**config.mk**
```make
export PLATFORM = sky130hd
export DESIGN_NAME = multicycle_control_unit
export DESIGN_NICKNAME = d
export VERILOG_FILES = /design/src/rtl/cu_pkg.sv /design/src/rtl/multicycle_control_unit_output_decode.sv /design/src/rtl/multicycle_control_unit.sv
export SDC_FILE = /design/constraint.sdc
export NUM_CORES = 1
export LEC_CHECK = 0
export CORE_ASPECT_RATIO = 0.8
export CORE_MARGIN = 10
export CORE_UTILIZATION = 30
export CTS_CLUSTER_DIAMETER = 50
export DETAILED_ROUTE_END_ITERATION = 10
export GPL_TIMING_DRIVEN = 0
export SETUP_SLACK_MARGIN = 0.02
export SLEW_MARGIN = 5
export SYNTH_ARGS = -nofsm -noshare
export SYNTH_HDL_FRONTEND = slang
export SYNTH_SLANG_ARGS = --single-unit
```
**constraint.sdc**
```tcl
create_clock -name CLK -period 2.4 [get_ports CLK]
set_input_delay 0.48 -clock CLK [delete_from_list [all_inputs] [get_ports CLK]]
set_output_delay 0.48 -clock CLK [all_outputs]
set_load 0.05 [all_outputs]
```
**src/rtl/cu_pkg.sv**
```systemverilog
// ---------------------------------------------------------------------------
// cu_pkg : opcodes, FSM state encodings and control-field codes for the
//          multicycle control unit.             Rev 1.0
// ---------------------------------------------------------------------------
`default_nettype none

package cu_pkg;

   typedef enum logic [2:0] {
      S_IF     = 3'b000,
      S_ID     = 3'b001,
      S_EXE_LS = 3'b010,
      S_MEM    = 3'b011,
      S_WB_LD  = 3'b100,
      S_EXE_BR = 3'b101,
      S_EXE_AL = 3'b110,
      S_WB_AL  = 3'b111
   } state_t;

   localparam logic [5:0] OP_ADD  = 6'b000000;
   localparam logic [5:0] OP_SUB  = 6'b000001;
   localparam logic [5:0] OP_ADDI = 6'b000010;
   localparam logic [5:0] OP_OR   = 6'b010000;
   localparam logic [5:0] OP_AND  = 6'b010001;
   localparam logic [5:0] OP_ORI  = 6'b010010;
   localparam logic [5:0] OP_SLL  = 6'b011000;
   localparam logic [5:0] OP_SLT  = 6'b100110;
   localparam logic [5:0] OP_SW   = 6'b110000;
   localparam logic [5:0] OP_LW   = 6'b110001;
   localparam logic [5:0] OP_BEQ  = 6'b110100;
   localparam logic [5:0] OP_J    = 6'b111000;
   localparam logic [5:0] OP_JR   = 6'b111001;
   localparam logic [5:0] OP_JAL  = 6'b111010;
   localparam logic [5:0] OP_HALT = 6'b111111;

   localparam logic [2:0] ALU_ADD = 3'b000;
   localparam logic [2:0] ALU_SUB = 3'b001;
   localparam logic [2:0] ALU_OR  = 3'b010;
   localparam logic [2:0] ALU_AND = 3'b011;
   localparam logic [2:0] ALU_SLL = 3'b100;
   localparam logic [2:0] ALU_SLT = 3'b101;

   localparam logic [1:0] PCSRC_SEQ    = 2'b00;
   localparam logic [1:0] PCSRC_BRANCH = 2'b01;
   localparam logic [1:0] PCSRC_JR     = 2'b10;
   localparam logic [1:0] PCSRC_JUMP   = 2'b11;

   localparam logic [1:0] REGDST_RA = 2'b00;
   localparam logic [1:0] REGDST_RT = 2'b01;
   localparam logic [1:0] REGDST_RD = 2'b10;

   function automatic logic is_jump_op(input logic [5:0] op);
      return (op == OP_J) || (op == OP_JR) || (op == OP_JAL);
   endfunction

   function automatic logic is_legal_op(input logic [5:0] op);
      case (op)
         OP_ADD, OP_SUB, OP_ADDI, OP_OR, OP_AND, OP_ORI, OP_SLL, OP_SLT,
         OP_SW, OP_LW, OP_BEQ, OP_J, OP_JR, OP_JAL, OP_HALT: return 1'b1;
         default: return 1'b0;
      endcase
   endfunction

endpackage

`default_nettype wire

```
**src/rtl/multicycle_control_unit_output_decode.sv**
```systemverilog
// ---------------------------------------------------------------------------
// cu_output_decode : combinational state + opcode -> control vector.
// Macro CU_ILLEGAL_TRAP_EN: unlisted opcodes stall instead of acting as NOP.
// Rev 1.0
// ---------------------------------------------------------------------------
`default_nettype none

module cu_output_decode
   import cu_pkg::*;
(
   input  logic [2:0] state,
   input  logic [5:0] opcode,
   input  logic       zero,
   output logic       IRWre,
   output logic       PCWre,
   output logic       RegWre,
   output logic       mRD,
   output logic       mWR,
   output logic       ALUSrcB,
   output logic       ExtSel,
   output logic       DBDataSrc,
   output logic [1:0] RegDst,
   output logic [1:0] PCSrc,
   output logic [2:0] ALUOp
);

   always_comb begin
      IRWre  = 1'b0;
      PCWre  = 1'b0;
      RegWre = 1'b0;
      mRD    = 1'b0;
      mWR    = 1'b0;
      case (state)
         S_IF: IRWre = 1'b1;
         S_ID: begin
            if (is_jump_op(opcode)) PCWre = 1'b1;
            if (opcode == OP_JAL)   RegWre = 1'b1;
`ifndef CU_ILLEGAL_TRAP_EN
            // Unlisted opcodes retire here as a NOP, falling through to PC+4.
            if (!is_legal_op(opcode)) PCWre = 1'b1;
`endif
         end
         S_EXE_BR: PCWre = 1'b1;
         S_MEM: begin
            if (opcode == OP_SW) begin
               PCWre = 1'b1;
               mWR   = 1'b1;
            end
            if (opcode == OP_LW) mRD = 1'b1;
         end
         S_WB_AL, S_WB_LD: begin
            PCWre  = 1'b1;
            RegWre = 1'b1;
         end
         default: ;
      endcase
   end

   always_comb begin
      ALUSrcB   = (opcode == OP_ADDI) || (opcode == OP_ORI) ||
                  (opcode == OP_LW)   || (opcode == OP_SW);
      ExtSel    = (opcode != OP_ORI);
      DBDataSrc = (opcode == OP_LW);

      case (opcode)
         OP_JAL:                RegDst = REGDST_RA;
         OP_ADDI, OP_ORI, OP_LW: RegDst = REGDST_RT;
         default:               RegDst = REGDST_RD;
      endcase

      case (opcode)
         OP_BEQ:    PCSrc = (state == S_EXE_BR && zero) ? PCSRC_BRANCH : PCSRC_SEQ;
         OP_JR:     PCSrc = PCSRC_JR;
         OP_J, OP_JAL: PCSrc = PCSRC_JUMP;
         default:   PCSrc = PCSRC_SEQ;
      endcase

      case (opcode)
         OP_SUB, OP_BEQ: ALUOp = ALU_SUB;
         OP_OR, OP_ORI:  ALUOp = ALU_OR;
         OP_AND:         ALUOp = ALU_AND;
         OP_SLL:         ALUOp = ALU_SLL;
         OP_SLT:         ALUOp = ALU_SLT;
         default:        ALUOp = ALU_ADD;
      endcase
   end

endmodule

`default_nettype wire

```
**src/rtl/multicycle_control_unit.sv**
```systemverilog
// ---------------------------------------------------------------------------
// multicycle_control_unit : IF/ID/EXE/MEM/WB sequencer with halt latch.
// Macro CU_ILLEGAL_TRAP_EN: unlisted opcodes halt in ID.        Rev 1.0
// ---------------------------------------------------------------------------
`default_nettype none

module multicycle_control_unit
   import cu_pkg::*;
#(
   parameter int OP_W = 6,
   parameter int ST_W = 3
)(
   input  logic            CLK,
   input  logic            Reset,
   input  logic [OP_W-1:0] opcode,
   input  logic            zero,
   output logic [ST_W-1:0] state,
   output logic            IRWre,
   output logic            PCWre,
   output logic            RegWre,
   output logic            mRD,
   output logic            mWR,
   output logic            ALUSrcB,
   output logic            ExtSel,
   output logic            DBDataSrc,
   output logic [1:0]      RegDst,
   output logic [1:0]      PCSrc,
   output logic [2:0]      ALUOp,
   output logic            halted
);

   state_t state_q, state_d;
   logic   halted_q, halted_d;

   always_comb begin
      state_d  = state_q;
      halted_d = halted_q;
      case (state_q)
         S_IF: state_d = S_ID;
         S_ID: begin
            if (halted_q)                 state_d = S_ID;
            else if (is_jump_op(opcode))  state_d = S_IF;
            else if (opcode == OP_HALT) begin
               state_d  = S_ID;
               halted_d = 1'b1;
            end
            else if (opcode == OP_BEQ)    state_d = S_EXE_BR;
            else if (opcode == OP_SW || opcode == OP_LW) state_d = S_EXE_LS;
            else if (is_legal_op(opcode)) state_d = S_EXE_AL;
            else begin
`ifdef CU_ILLEGAL_TRAP_EN
               state_d  = S_ID;
               halted_d = 1'b1;
`else
               state_d  = S_IF;
`endif
            end
         end
         S_EXE_AL: state_d = S_WB_AL;
         S_WB_AL:  state_d = S_IF;
         S_EXE_BR: state_d = S_IF;
         S_EXE_LS: state_d = S_MEM;
         S_MEM:    state_d = (opcode == OP_LW) ? S_WB_LD : S_IF;
         S_WB_LD:  state_d = S_IF;
         default:  state_d = S_IF;
      endcase
   end

   always_ff @(posedge CLK or negedge Reset) begin
      if (!Reset) begin
         state_q  <= S_IF;
         halted_q <= 1'b0;
      end else begin
         state_q  <= state_d;
         halted_q <= halted_d;
      end
   end

   assign state  = state_q;
   assign halted = halted_q;

   cu_output_decode u_decode (
      .state     (state_q),
      .opcode    (opcode),
      .zero      (zero),
      .IRWre     (IRWre),
      .PCWre     (PCWre),
      .RegWre    (RegWre),
      .mRD       (mRD),
      .mWR       (mWR),
      .ALUSrcB   (ALUSrcB),
      .ExtSel    (ExtSel),
      .DBDataSrc (DBDataSrc),
      .RegDst    (RegDst),
      .PCSrc     (PCSrc),
      .ALUOp     (ALUOp)
   );

endmodule

`default_nettype wire

```
* Yosys cells after proc, flatten, opt, wreduce, memory -nomap -nowiden
Memory sizes are Yosys's and may differ from the RTL's.
Index checks and enable logic that the tools add are counted.
** Storage, ports and cells
- Register bits :: 4
- Bits in read-only memories :: 128
- Input port bits :: 9
- Output and inout bits :: 19
- Word-level logic and storage cells :: 72
- Memories :: 2
** Memory list
- (name not given) :: depth 64, bits a word 1, rd ports 1, clocked after memory_dff 0, write ports 0, line cu_pkg.sv:57 : case (op)
- (name not given) :: depth 64, bits a word 1, rd ports 1, clocked after memory_dff 0, write ports 0, line cu_pkg.sv:57
** Cells by class
- Equal/unequal tests :: 22
- Multiplexer cells :: 32
- Reductions and logical operators :: 14
** Operator list (number)
- $eq 6x6->1 const B :: 8
- $eq 6x5->1 const B :: 4
- $mux 3 :: 7
- $mux 1 :: 19
- $pmux 3 s6 :: 1
- $pmux 3 s5 :: 1
- $eq 3x3->1 const B :: 4
- $reduce_or 2->1 :: 4
- $eq 3x2->1 const B :: 2
- $eq 6x1->1 const B :: 1
- $eq 6x2->1 const B :: 1
- $logic_or 1x1->1 :: 6
- $ne 6x5->1 const B :: 1
- $pmux 2 s3 :: 1
- $reduce_or 3->1 :: 2
- $pmux 2 s2 :: 1
- $eq 3x1->1 const B :: 1
- $logic_not 3->1 :: 1
- $pmux 1 s3 :: 1
- $pmux 1 s2 :: 1
- $logic_and 1x1->1 :: 1

* Longest topological paths before layout
Gate-level depths: netlist of run 1.
- Word-level depth :: 15
- Gate-level depth with buffers :: 7
- Gate-level depth less buffers :: 5

* By module
A second synthesis of run 1 with hierarchy kept.
** Second synthesis, totals
- Cell total of the unflattened synthesis :: 98
- Area, all modules :: 726.9 um^2
** Modules (own cells, without submodules)
- cu_output_decode :: times used 1, cells each 59, area an instance 375.4 um^2, sequential area each 0.0 um^2
- multicycle_control_unit :: times used 1, cells each 39, area an instance 351.6 um^2, sequential area each 100.1 um^2

* Least setup slack after synthesis of run 1
OpenSTA, ideal clock, no wires.
- Path kind :: register to output
- Start :: reg state_q[0], in the netlist state[0]
- End :: out PCSrc[0]
- Arrival :: 2.269 ns
- Data required time :: 1.920 ns
- Setup slack :: -0.349 ns
- Cell stages (with the launch flop) :: 6
- Buffers on the path :: 1
- Path through :: dfrtp_1 buf_2 nand2_1 nor3_1 nand3_1 a21boi_0
** Between the ends
- Word-level cells in the longest chain between the ends :: 4
** RTL lines
- from (decl) :: line multicycle_control_unit.sv:32 : state_t state_q, state_d;
- from (signal assigned) :: line multicycle_control_unit.sv:74 : state_q <= state_d;
- $eq 3x3->1 :: line multicycle_control_unit_output_decode.sv:72 : OP_BEQ: PCSrc = (state == S_EXE_BR && zero) ? PCSRC_BRANCH : PCSRC_SEQ;
- $logic_and 1x1->1 :: line multicycle_control_unit_output_decode.sv:72
- $mux 1 :: line multicycle_control_unit_output_decode.sv:72
- $pmux 2 s3 :: line multicycle_control_unit_output_decode.sv:71 : case (opcode)
- to (decl) :: line multicycle_control_unit.sv:27 : output logic [1:0] PCSrc,
Every way passes these cells.

* Worst setup path after layout of run 1
- Start :: in opcode[1]
- End :: out PCWre
** Between the ends
- Word-level cells in the longest chain between the ends :: 6
- Elaborated cells on any way between the ends :: 12
- Those cells by class :: eq/ne: 4; mux: 5; reduce/logical: 2; memory: 1
** RTL lines
- from (decl) :: line multicycle_control_unit.sv:15 : input logic [OP_W-1:0] opcode,
- parallel branches: the longest is 5 deep, another holds $mem_v2 64x1
- $pmux 1 s3 (*) :: line multicycle_control_unit_output_decode.sv:33 : case (state)
- to (decl) :: line multicycle_control_unit.sv:19 : output logic PCWre,
Mark *: on every way between the ends. The select of a mux whose other input is x is not followed.

==> results.md, run 1 <==
* Run status: finished, final reports clean
* Initial antenna violation count at 0
* Top delay family on crit path: buffers and inverters
* Placed cell areas at 928 um^2
* Min-Delay Path Class: input pin to asynchronous set/reset pin
* Largest net degree at the start of global routing at 11
* # hold bufs at CTS at 0
* Post-route cell area at 996 um^2
* Max cap viols at 0
* DRT iter0 DRCs at 31
* Initial Utilization at 31.9%
* Worst-path clk slew at 0.04 ns
* Nets at 133
* Number of global-route vias before repair at 651
* CTS max path bufs at 2
* Via density at 5.27
* Reg-to-reg critical path endpoint: state[2]
* Synthesis-to-finish area growth at 63.4%
* RSZ-0062 raised after global routing: false
* Max Fanout on Critical Path at 6
* Via count at 770
* Crit path largest cell delay at 0.33 ns
* # DRC at 0
* Worst r2r src: state[0]
* Drt wl/cell at 14.6 um
* Rows at 14
* Routed WL at 2.14 mm
* Pins over their slew limit at 0
* Mean Syn Cell Area at 6.85 um^2
* HPWL Detailed at 1.69 mm
* Sequential fraction of the synthesis area at 16.4%
* Final worst-path cycle share at 95.1%
* Crit path DAT at 1.80 ns
* Clk_lat worst skew at 0.23 ns
* Core box area at 0.00191 mm^2
* Flop-to-flop setup slack at 1.00 ns
* Die Footprint at 0.00424 mm^2
* Yosys warnings at 0
* Slew at the pin closest to its max-slew limit at 0.505 ns
* Leakage dissipation at 0.440 nW
* Max Clk Rate at 438 MHz
* Total CTS buffers at 3
* Final Hold Viols at 0
* Yosys reg bits at 4
* Critical path class: input pin to output port
* Top cells by count, synth: nor2_1, nand2_1, nor3_1
* Final setup viols at 0
* Tot Pwr at 823 uW
* Worst slew margin at 66.2%
* Pwr Density at 827 mW/mm^2
* Syn nets at 98
* Worst r2r path cells at 7
* CTS Root Buffer Type: clkbuf_4
* Peak VDD IR at 0.000712 V
* # port buffers at 26
* Cell Chain, Critical Path: dlygate4sd2_1 -> nand2b_4 -> o22ai_1 -> o21bai_1 -> nand2_1 -> o221ai_2 -> buf_6
* Clock skew at 0.00300 ns
* Nature of the critical path startpoint: input pin
* Die height at 60.3 um
* Cell with the most instances after synthesis: nor2_1
* Number of enable flip-flop cells after synthesis at 0
* Clock sink count at 4
* Asr flop ratio synth at 100%
* Global route total overflow at 0
* Final core occ at 52.2%
* FF/Latch Area at 100 um^2
* Worst EP required at 1.92 ns
* CP Capture Type: output port
* CTS H-tree lvls at 1
* Main synth FF type: dfrtp_1
* Routability cong. at 0.783
* Die width at 70.4 um
* GRT Util Overall at 9.78%
* Antenna viol nets, final at 0
* Share of layout cells above drive strength 1 at 36.1%
* Top cell type's share of synthesized area at 16.4%
* TNS Setup at 0 ns
* Diode count at 0
* Syn Inst Count at 89
* TritonCTS clock tree: done
* Fillers at 204
* Ports at 28
* Synth top area cells: dfrtp_1, nor2_1, nor3_1
* Multi-input gate area in the final layout at 490 um^2
* Post-synthesis cell type count at 37
* Synth Cell Area at 609 um^2
* Slowest-stage cell, CP: dlygate4sd2_1
* Fin crit period at 2.28 ns
* WP buf/inv at 2
* Drt pass-1 iters at 4
* Yosys top cell by area: dfrtp_1
* First-pass GRT wire length at 3.49 mm
-- per-layer routing --
metal	share of wire [%]	global-route usage [%]
met5	0	0
met4	0	1.69
met3	5.1	2.81
met2	45	13.8
met1	50	14.1
-- worst max path at each step --
stage              start        to  slack [ns]  cells after the start
2_1_floorplan   state[0]  PCSrc[0]        0.02                      5
4_1_cts        opcode[4]     PCWre        0.09                      8
5_1_grt        opcode[4]       mRD        0.02                      6
6_report       opcode[1]     PCWre        0.12                      7
3_5_place_dp   opcode[1]   ALUSrcB       -0.77                      7
3_3_place_gp   opcode[1]   ALUSrcB       -0.79                      7
-- sequential cells by signal (all words and copies together) (netlist names) --
name	flops
state	3
halted	1
-- placed cells by master, fill, tap and decap left out, types with 3 or more instances in the layout --
cell             synthesis  routed
dlygate4sd2_1            0       4
nand3_1                  6       6
buf_4                    3      10
nand2b_1                 4       3
o21ai_0                  3       3
nand2_1                  7       6
dfrtp_1                  4       4
nor2_1                  12      11
clkbuf_4                 0       3
inv_1                    4       4
nor3_1                   7       5
buf_2                    5       7
clkdlybuf4s15_2          0       3
buf_6                    1       7
clkdlybuf4s50_1          0       7
-- kinds of logic after synthesis --
family	Yosys count	synth area share (%)
AO/OA/AOI/OAI	26	31.2
XOR/XNOR	1	1.44
buffers and inverters	13	12.1
AND/OR/NAND/NOR	45	38.8
flip-flops	4	16.4
-- cell type report --
cell class              count  share of cell area [%]
flip-flops and latches      4                    10.1
multi-input cells          72                    49.2
well taps                  24                    3.02
inverters                   4                    1.51
repair buffers             30                    25.8
clock buffers               3                    2.26
plain buffers               9                    8.17
-- power breakdown --
part	switching (mW)	leakage [nW]	internal [mW]
registers	0.0216	0.0514	0.0960
logic	0.414	0.375	0.210
clock network	0.0263	0.0138	0.0559
total	0.462	0.440	0.362
-- worst reg2reg max path, stage by stage, from the launching register on --
cell	delay, ns
dfrtp_1	0.36
buf_2	0.16
nand2b_1	0.20
nor3b_4	0.07
buf_4	0.13
buf_4	0.12
a31oi_1	0.16
nand2_1	0.07
-- through the flow --
stage	cells	setup WS, ns	hold WS, ns
after floorplan	89	0.0183	0.184
after global placement	139	-0.788	0.535
after detailed placement	139	-0.767	0.546
after CTS	145	0.0853	0.451
after global routing	146	0.0232	0.447
final	146	0.119	0.450
-- repair_timing --
| action | in CTS | in global routing |
|---|---|---|
| buffers inserted | 3 | 1 |
| setup endpoints to repair | 14 | 2 |
| pin swaps | 2 | 0 |
| resized for setup | 89 | 2 |
Power figures use the tool's default switching activity.
==> run 2, diff against run 1 <==
- CAP_MARGIN: default -> 20
- PLACE_DENSITY_LB_ADDON: default -> 0.08
==> run 2 against run 1 <==
Compared with the run above:
- first-iteration DRC count up 39%
- non-clock buffer count increased by 1
- clock skew hardly changed
- critical path type is now register to output port
- highest routed layer unchanged
==> results.md, run 2 (synthesis results as in run 1) <==
* Fillers at 197 (was 204)
* Post-route cell area at 992 um^2 (was 996 um^2)
* Antenna viol nets, final at 0 (unchanged)
* CTS H-tree lvls at 1 (unchanged)
* Number of global-route vias before repair at 699 (was 651)
* Most frequent cells in the layout: buf_4, nor2_1, buf_6, nand2_1, clkdlybuf4s50_1 (was nor2_1, buf_4, buf_6, buf_2, clkdlybuf4s50_1)
* Via count at 752 (was 770)
* Commonest non-fill, non-tap cell in the layout: buf_4 (was nor2_1)
* # hold bufs at CTS at 0 (unchanged)
* CP Capture Type: output port (unchanged)
* Die width at 70.4 um (unchanged)
* # port buffers at 26 (unchanged)
* GRT Util Overall at 9.34% (was 9.78%)
* Drt wl/cell at 13.5 um (was 14.6 um)
* Pwr Density at 818 mW/mm^2 (was 827 mW/mm^2)
* Leakage dissipation at 0.446 nW (was 0.440 nW)
* Final Hold Viols at 0 (unchanged)
* Flop-to-flop setup slack at 1.17 ns (was 1.00 ns)
* Max FFs per register at 3 (unchanged)
* Crit path DAT at 1.76 ns (was 1.80 ns)
* Clock skew at 0.00328 ns (was 0.00300 ns)
* Pre-CTS WS at -0.756 ns (was -0.767 ns)
* Final worst-path cycle share at 93.3% (was 95.1%)
* Die height at 60.3 um (unchanged)
* Diode count at 0 (unchanged)
* Final setup viols at 0 (unchanged)
* CTS max path bufs at 2 (unchanged)
* Min-Delay Path Class: input pin to asynchronous set/reset pin (unchanged)
* Nets at 134 (was 133)
* Ports at 28 (unchanged)
* Worst EP required at 1.92 ns (about the same)
* Run status: finished, final reports clean (unchanged)
* Drt pass-1 iters at 4 (unchanged)
* TritonCTS clock tree: done (unchanged)
* TNS Setup at 0 ns (unchanged)
* Via density at 5.12 (was 5.27)
* Initial antenna violation count at 0 (unchanged)
* Critical path class: register to output port (was input pin to output port)
* Rows at 14 (unchanged)
* Initial Utilization at 31.9% (unchanged)
* Final setup margin at 0.161 ns (was 0.119 ns)
* Max Clk Rate at 447 MHz (was 438 MHz)
* Slew at the pin closest to its max-slew limit at 0.506 ns (was 0.505 ns)
* HPWL Detailed at 1.55 mm (was 1.69 mm)
* Total CTS buffers at 3 (unchanged)
* First-pass GRT wire length at 3.39 mm (was 3.49 mm)
* Peak VDD IR at 0.000632 V (was 0.000712 V)
* Clock sink count at 4 (unchanged)
* DRT iter0 DRCs at 43 (was 31)
* Placed cell areas at 928 um^2 (unchanged)
* Die Footprint at 0.00424 mm^2 (unchanged)
* Max cap viols at 0 (unchanged)
* Pins over their slew limit at 0 (unchanged)
* Core box area at 0.00191 mm^2 (unchanged)
* Slowest-stage cell, CP: clkdlybuf4s50_1 (was dlygate4sd2_1)
* Largest net degree at the start of global routing at 11 (unchanged)
* Nature of the critical path startpoint: register (was input pin)
* Synthesis-to-finish area growth at 62.8% (was 63.4%)
* Global route total overflow at 0 (unchanged)
* Placed Cells at 139 (unchanged)
* Worst-path clk slew at 0.04 ns (about the same)
* Routability cong. at 0.785 (was 0.783)
* Tot Pwr at 812 uW (was 823 uW)
* CTS Root Buffer Type: clkbuf_4 (unchanged)
* Crit path largest cell delay at 0.83 ns (was 0.33 ns)
* RSZ-0062 raised after global routing: false (unchanged)
* Share of layout cells above drive strength 1 at 33.3% (was 36.1%)
* Fin crit period at 2.24 ns (was 2.28 ns)
* Worst slew margin at 66.2% (about the same)
* Finished Layout Cells at 147 (was 146)
* Cell Chain, Critical Path: buf_2 -> nor3_1 -> clkdlybuf4s50_1 (was dlygate4sd2_1 -> nand2b_4 -> o22ai_1 -> o21bai_1 -> nand2_1 -> o221ai_2 -> buf_6)
* Routed WL at 1.99 mm (was 2.14 mm)
* Max Fanout on Critical Path at 8 (was 6)
* Clk_lat worst skew at 0.23 ns (about the same)
* # DRC at 0 (unchanged)
## run 2: worst paths after layout
check,depth (start not counted),endpoint,startpoint
worst min-delay path,1,state[0],Reset
max in group asynchronous,1,halted,Reset
worst min register to register,1,halted,halted
worst max register to register,6,state[2],state[0]
min in group CLK,1,halted,halted
worst max-delay path,3,IRWre,state[0]
## run 2: per-stage QoR
stage	hold slack [ns]	utilization [%]
6_report	0.447	52.0
5_1_grt	0.455	52.0
4_1_cts	0.444	51.6
3_5_place_dp	0.538	48.6
3_3_place_gp	0.544	48.6
2_1_floorplan	0.184	-
## run 2: final cells by class
cell class | count | area (um^2) | area share [%]
repair buffers | 31 | 273 | 27.5
well taps | 24 | 30.0 | 3.03
plain buffers | 9 | 77.6 | 7.82
flip-flops and latches | 4 | 100 | 10.1
inverters | 4 | 15.0 | 1.51
clock buffers | 3 | 22.5 | 2.27
multi-input cells | 72 | 474 | 47.8
## run 2: routing by layer
layer	part of all wire [%]	track usage, %	wire length (um)	vias to the layer above
met1	46	12.4	905	336
met2	47	14.7	924	22
met5	0	0	0	-
li1	-	-	-	394
met4	0	1.69	0	0
met3	7.8	2.81	155	0
## run 2: worst max-delay path, delay by kind of cell, from the launching register on
kind                   cells  cell delay [ns]
buffers and inverters      2             1.00
flip-flops                 1             0.36
AND/OR/NAND/NOR            1             0.17
## run 2: report_power, final
part / total, mW / switching [mW] / internal, mW
clock: 0.0791 / 0.0234 / 0.0556
combinational: 0.613 / 0.403 / 0.210
sequential: 0.119 / 0.0232 / 0.0960
## run 2: repair_timing
| item | CTS | global route |
|---|---|---|
| endpoints found under the setup margin | 14 | 7 |
| gates cloned | 0 | 0 |
| gates resized for setup | 85 | 2 |
| pin swaps | 3 | 4 |
| setup buffers | 5 | 0 |
==> run 3, diff against run 2 <==
- GPL_TIMING_DRIVEN: 0 -> default
==> run 3 against run 2 <==
Compared with the run above:
- sequential power grew 32%
- global-route usage grew 1.2 points
- register-to-register slack lost 0.15 ns
- sequential share of layout area shrank 2.2 points
==> results.md, run 3 (synthesis results as in run 1) <==
* Via count at 865 (was 752)
* Routability cong. at 0.868 (was 0.785)
* Clk_lat worst skew at 0.23 ns (about the same)
* Final worst-path cycle share at 96.1% (was 93.3%)
* CTS Root Buffer Type: clkbuf_4 (unchanged)
* Diode count at 0 (unchanged)
* Commonest non-fill, non-tap cell in the layout: buf_4 (unchanged)
* Via density at 5.24 (was 5.12)
* Total CTS buffers at 3 (unchanged)
* Pint at 407 uW (was 362 uW)
* Pins over their slew limit at 0 (unchanged)
* Final setup viols at 0 (unchanged)
* CTS H-tree lvls at 1 (unchanged)
* Most frequent cells in the layout: buf_4, buf_12, nor2_1 (was buf_4, nor2_1, buf_6, nand2_1, clkdlybuf4s50_1)
* TritonCTS clock tree: done (unchanged)
* Crit path largest cell delay at 0.29 ns (was 0.83 ns)
* Synthesis-to-finish area growth at 109% (was 62.8%)
* Final Hold Viols at 0 (unchanged)
* Number of global-route vias before repair at 802 (was 699)
* Share of layout cells above drive strength 1 at 41.8% (was 33.3%)
* Cell Chain, Critical Path: dlygate4sd2_1 -> buf_4 -> nor3_1 -> nand3_1 -> o221ai_2 -> buf_12 (was buf_2 -> nor3_1 -> clkdlybuf4s50_1)
* Initial Utilization at 31.9% (unchanged)
* NetSw at 467 uW (was 450 uW)
* Clock sink count at 4 (unchanged)
* Worst slew margin at 66.1% (was 66.2%)
* # DRC at 0 (unchanged)
* Max Clk Rate at 433 MHz (was 447 MHz)
* Worst r2r src: state[0] (unchanged)
* Peak VDD IR at 0.000804 V (was 0.000632 V)
* First-pass GRT wire length at 3.83 mm (was 3.39 mm)
* Tot Pwr at 874 uW (was 812 uW)
* Clock skew at 0.000260 ns (was 0.00328 ns)
* Largest net degree at the start of global routing at 12 (was 11)
* Die height at 60.3 um (unchanged)
* HPWL Detailed at 1.86 mm (was 1.55 mm)
* Initial antenna violation count at 0 (unchanged)
* Nets at 152 (was 134)
* RSZ-0062 raised after global routing: true (was false)
* Antenna viol nets, final at 0 (unchanged)
* Placed Cells at 157 (was 139)
* Worst-path clk slew at 0.03 ns (was 0.04 ns)
* Global route total overflow at 0 (unchanged)
* Max cap viols at 0 (unchanged)
* Worst EP required at 1.92 ns (about the same)
* Multi-input gate area in the final layout at 479 um^2 (was 474 um^2)
* DRT iter0 DRCs at 36 (was 43)
* Clk pwr share at 8.9% (was 9.7%)
* Max Fanout on Critical Path at 7 (was 8)
* Worst setup startpoint: opcode[1] (was state[0])
* FF/Latch Area at 100 um^2 (unchanged)
* Core box area at 0.00191 mm^2 (unchanged)
* Die Footprint at 0.00424 mm^2 (unchanged)
* Drt pass-1 iters at 4 (unchanged)
* Finished Layout Cells at 165 (was 147)
* Ports at 28 (unchanged)
* Routed WL at 2.31 mm (was 1.99 mm)
* # hold bufs at CTS at 0 (unchanged)
* Slew at the pin closest to its max-slew limit at 0.507 ns (was 0.506 ns)
* Crit path DAT at 1.83 ns (was 1.76 ns)
* Leakage dissipation at 0.562 nW (was 0.446 nW)
* Rows at 14 (unchanged)
* Fin crit period at 2.31 ns (was 2.24 ns)
* Min-Delay Path Class: input pin to asynchronous set/reset pin (unchanged)
* Fillers at 172 (was 197)
* # port buffers at 27 (was 26)
* GRT Util Overall at 10.6% (was 9.34%)
* Share of power burned in registers at 17.9% (was 14.7%)
* Slowest-stage cell, CP: dlygate4sd2_1 (was clkdlybuf4s50_1)
* Nature of the critical path startpoint: input pin (was register)
* Run status: finished, final reports clean (unchanged)
* Drt wl/cell at 14.0 um (was 13.5 um)
* CP Capture Type: output port (unchanged)
* Critical path class: input pin to output port (was register to output port)
* Sw frac at 53.5% (was 55.4%)
* Logic pwr share at 73.1% (was 75.6%)
* CTS max path bufs at 2 (unchanged)
* Max FFs per register at 3 (unchanged)
* Pwr Density at 685 mW/mm^2 (was 818 mW/mm^2)
* Die width at 70.4 um (unchanged)
run 3: cell count changes in the layout (fill, tap and decap cells not counted), moves of 3 or more:
cell | before | now
buf_6 | 7 | 2
buf_12 | 0 | 13
buf_2 | 6 | 1
buf_4 | 12 | 29
clkdlybuf4s15_2 | 3 | 0
run 3: final cells by class:
class | instances | share of cell area (%)
Clock buffer | 3 | 1.76
Timing Repair Buffer | 58 | 49.3
Inverter | 4 | 1.18
Sequential cell | 4 | 7.84
Multi-Input combinational cell | 72 | 37.5
Tap cell | 24 | 2.35
run 3: power by group through the flow:
| stage | Clock, mW | Sequential (mW) | Combinational (mW) |
|---|---|---|---|
| CTS | 0.0835 | 0.155 | 0.642 |
| floorplan | 0 | 0.216 | 0.334 |
| finish | 0.0781 | 0.157 | 0.639 |
| global route | 0.0844 | 0.164 | 0.677 |
| detailed placement | 0 | 0.156 | 0.636 |
| global placement | 0 | 0.156 | 0.632 |
run 3: metrics by stage:
step           hold WS [ns]  utilization, %  instance area [um^2]  setup slack (ns)  TNS, ns
2_1_floorplan         0.184               -                   638            0.0183        0
3_3_place_gp          0.540            63.0                  1200            -0.117   -0.635
3_5_place_dp          0.543            63.0                  1200            -0.153   -0.959
4_1_cts               0.444            66.4                  1270            0.0972        0
5_1_grt               0.452            66.8                  1280           0.00822        0
6_report              0.450            66.8                  1280            0.0930        0
run 3: worst paths after layout:
kind	cells past startpoint	slack, ns	end
setup reg to reg	6	1.02	state[2]
setup / recovery	6	0.09	PCWre
min in group CLK	1	0.55	halted
max in group asynchronous	1	1.79	halted
hold / removal	1	0.45	state[2]
hold reg to reg	1	0.55	halted
run 3: worst max-delay path, delay by kind of cell:
family | cells | cell delay [ns]
AO/OA/AOI/OAI | 1 | 0.24
buffers and inverters | 3 | 0.65
AND/OR/NAND/NOR | 2 | 0.45
run 3: layer usage:
layer | track usage [%] | vias up | wire length, um
li1 | - | 431 | -
met1 | 13.9 | 404 | 1070
met2 | 17.5 | 30 | 1090
met3 | 2.32 | 0 | 155
met4 | 1.69 | 0 | 0
met5 | 0 | - | 0
run 3: repair_timing:
| action | in CTS | in global routing |
|---|---|---|
| setup buffers | 3 | 1 |
| pin swaps | 4 | 1 |
| gates resized for setup | 11 | 1 |
| cloned | 1 | 0 |
| endpoints found under the setup margin | 12 | 3 |
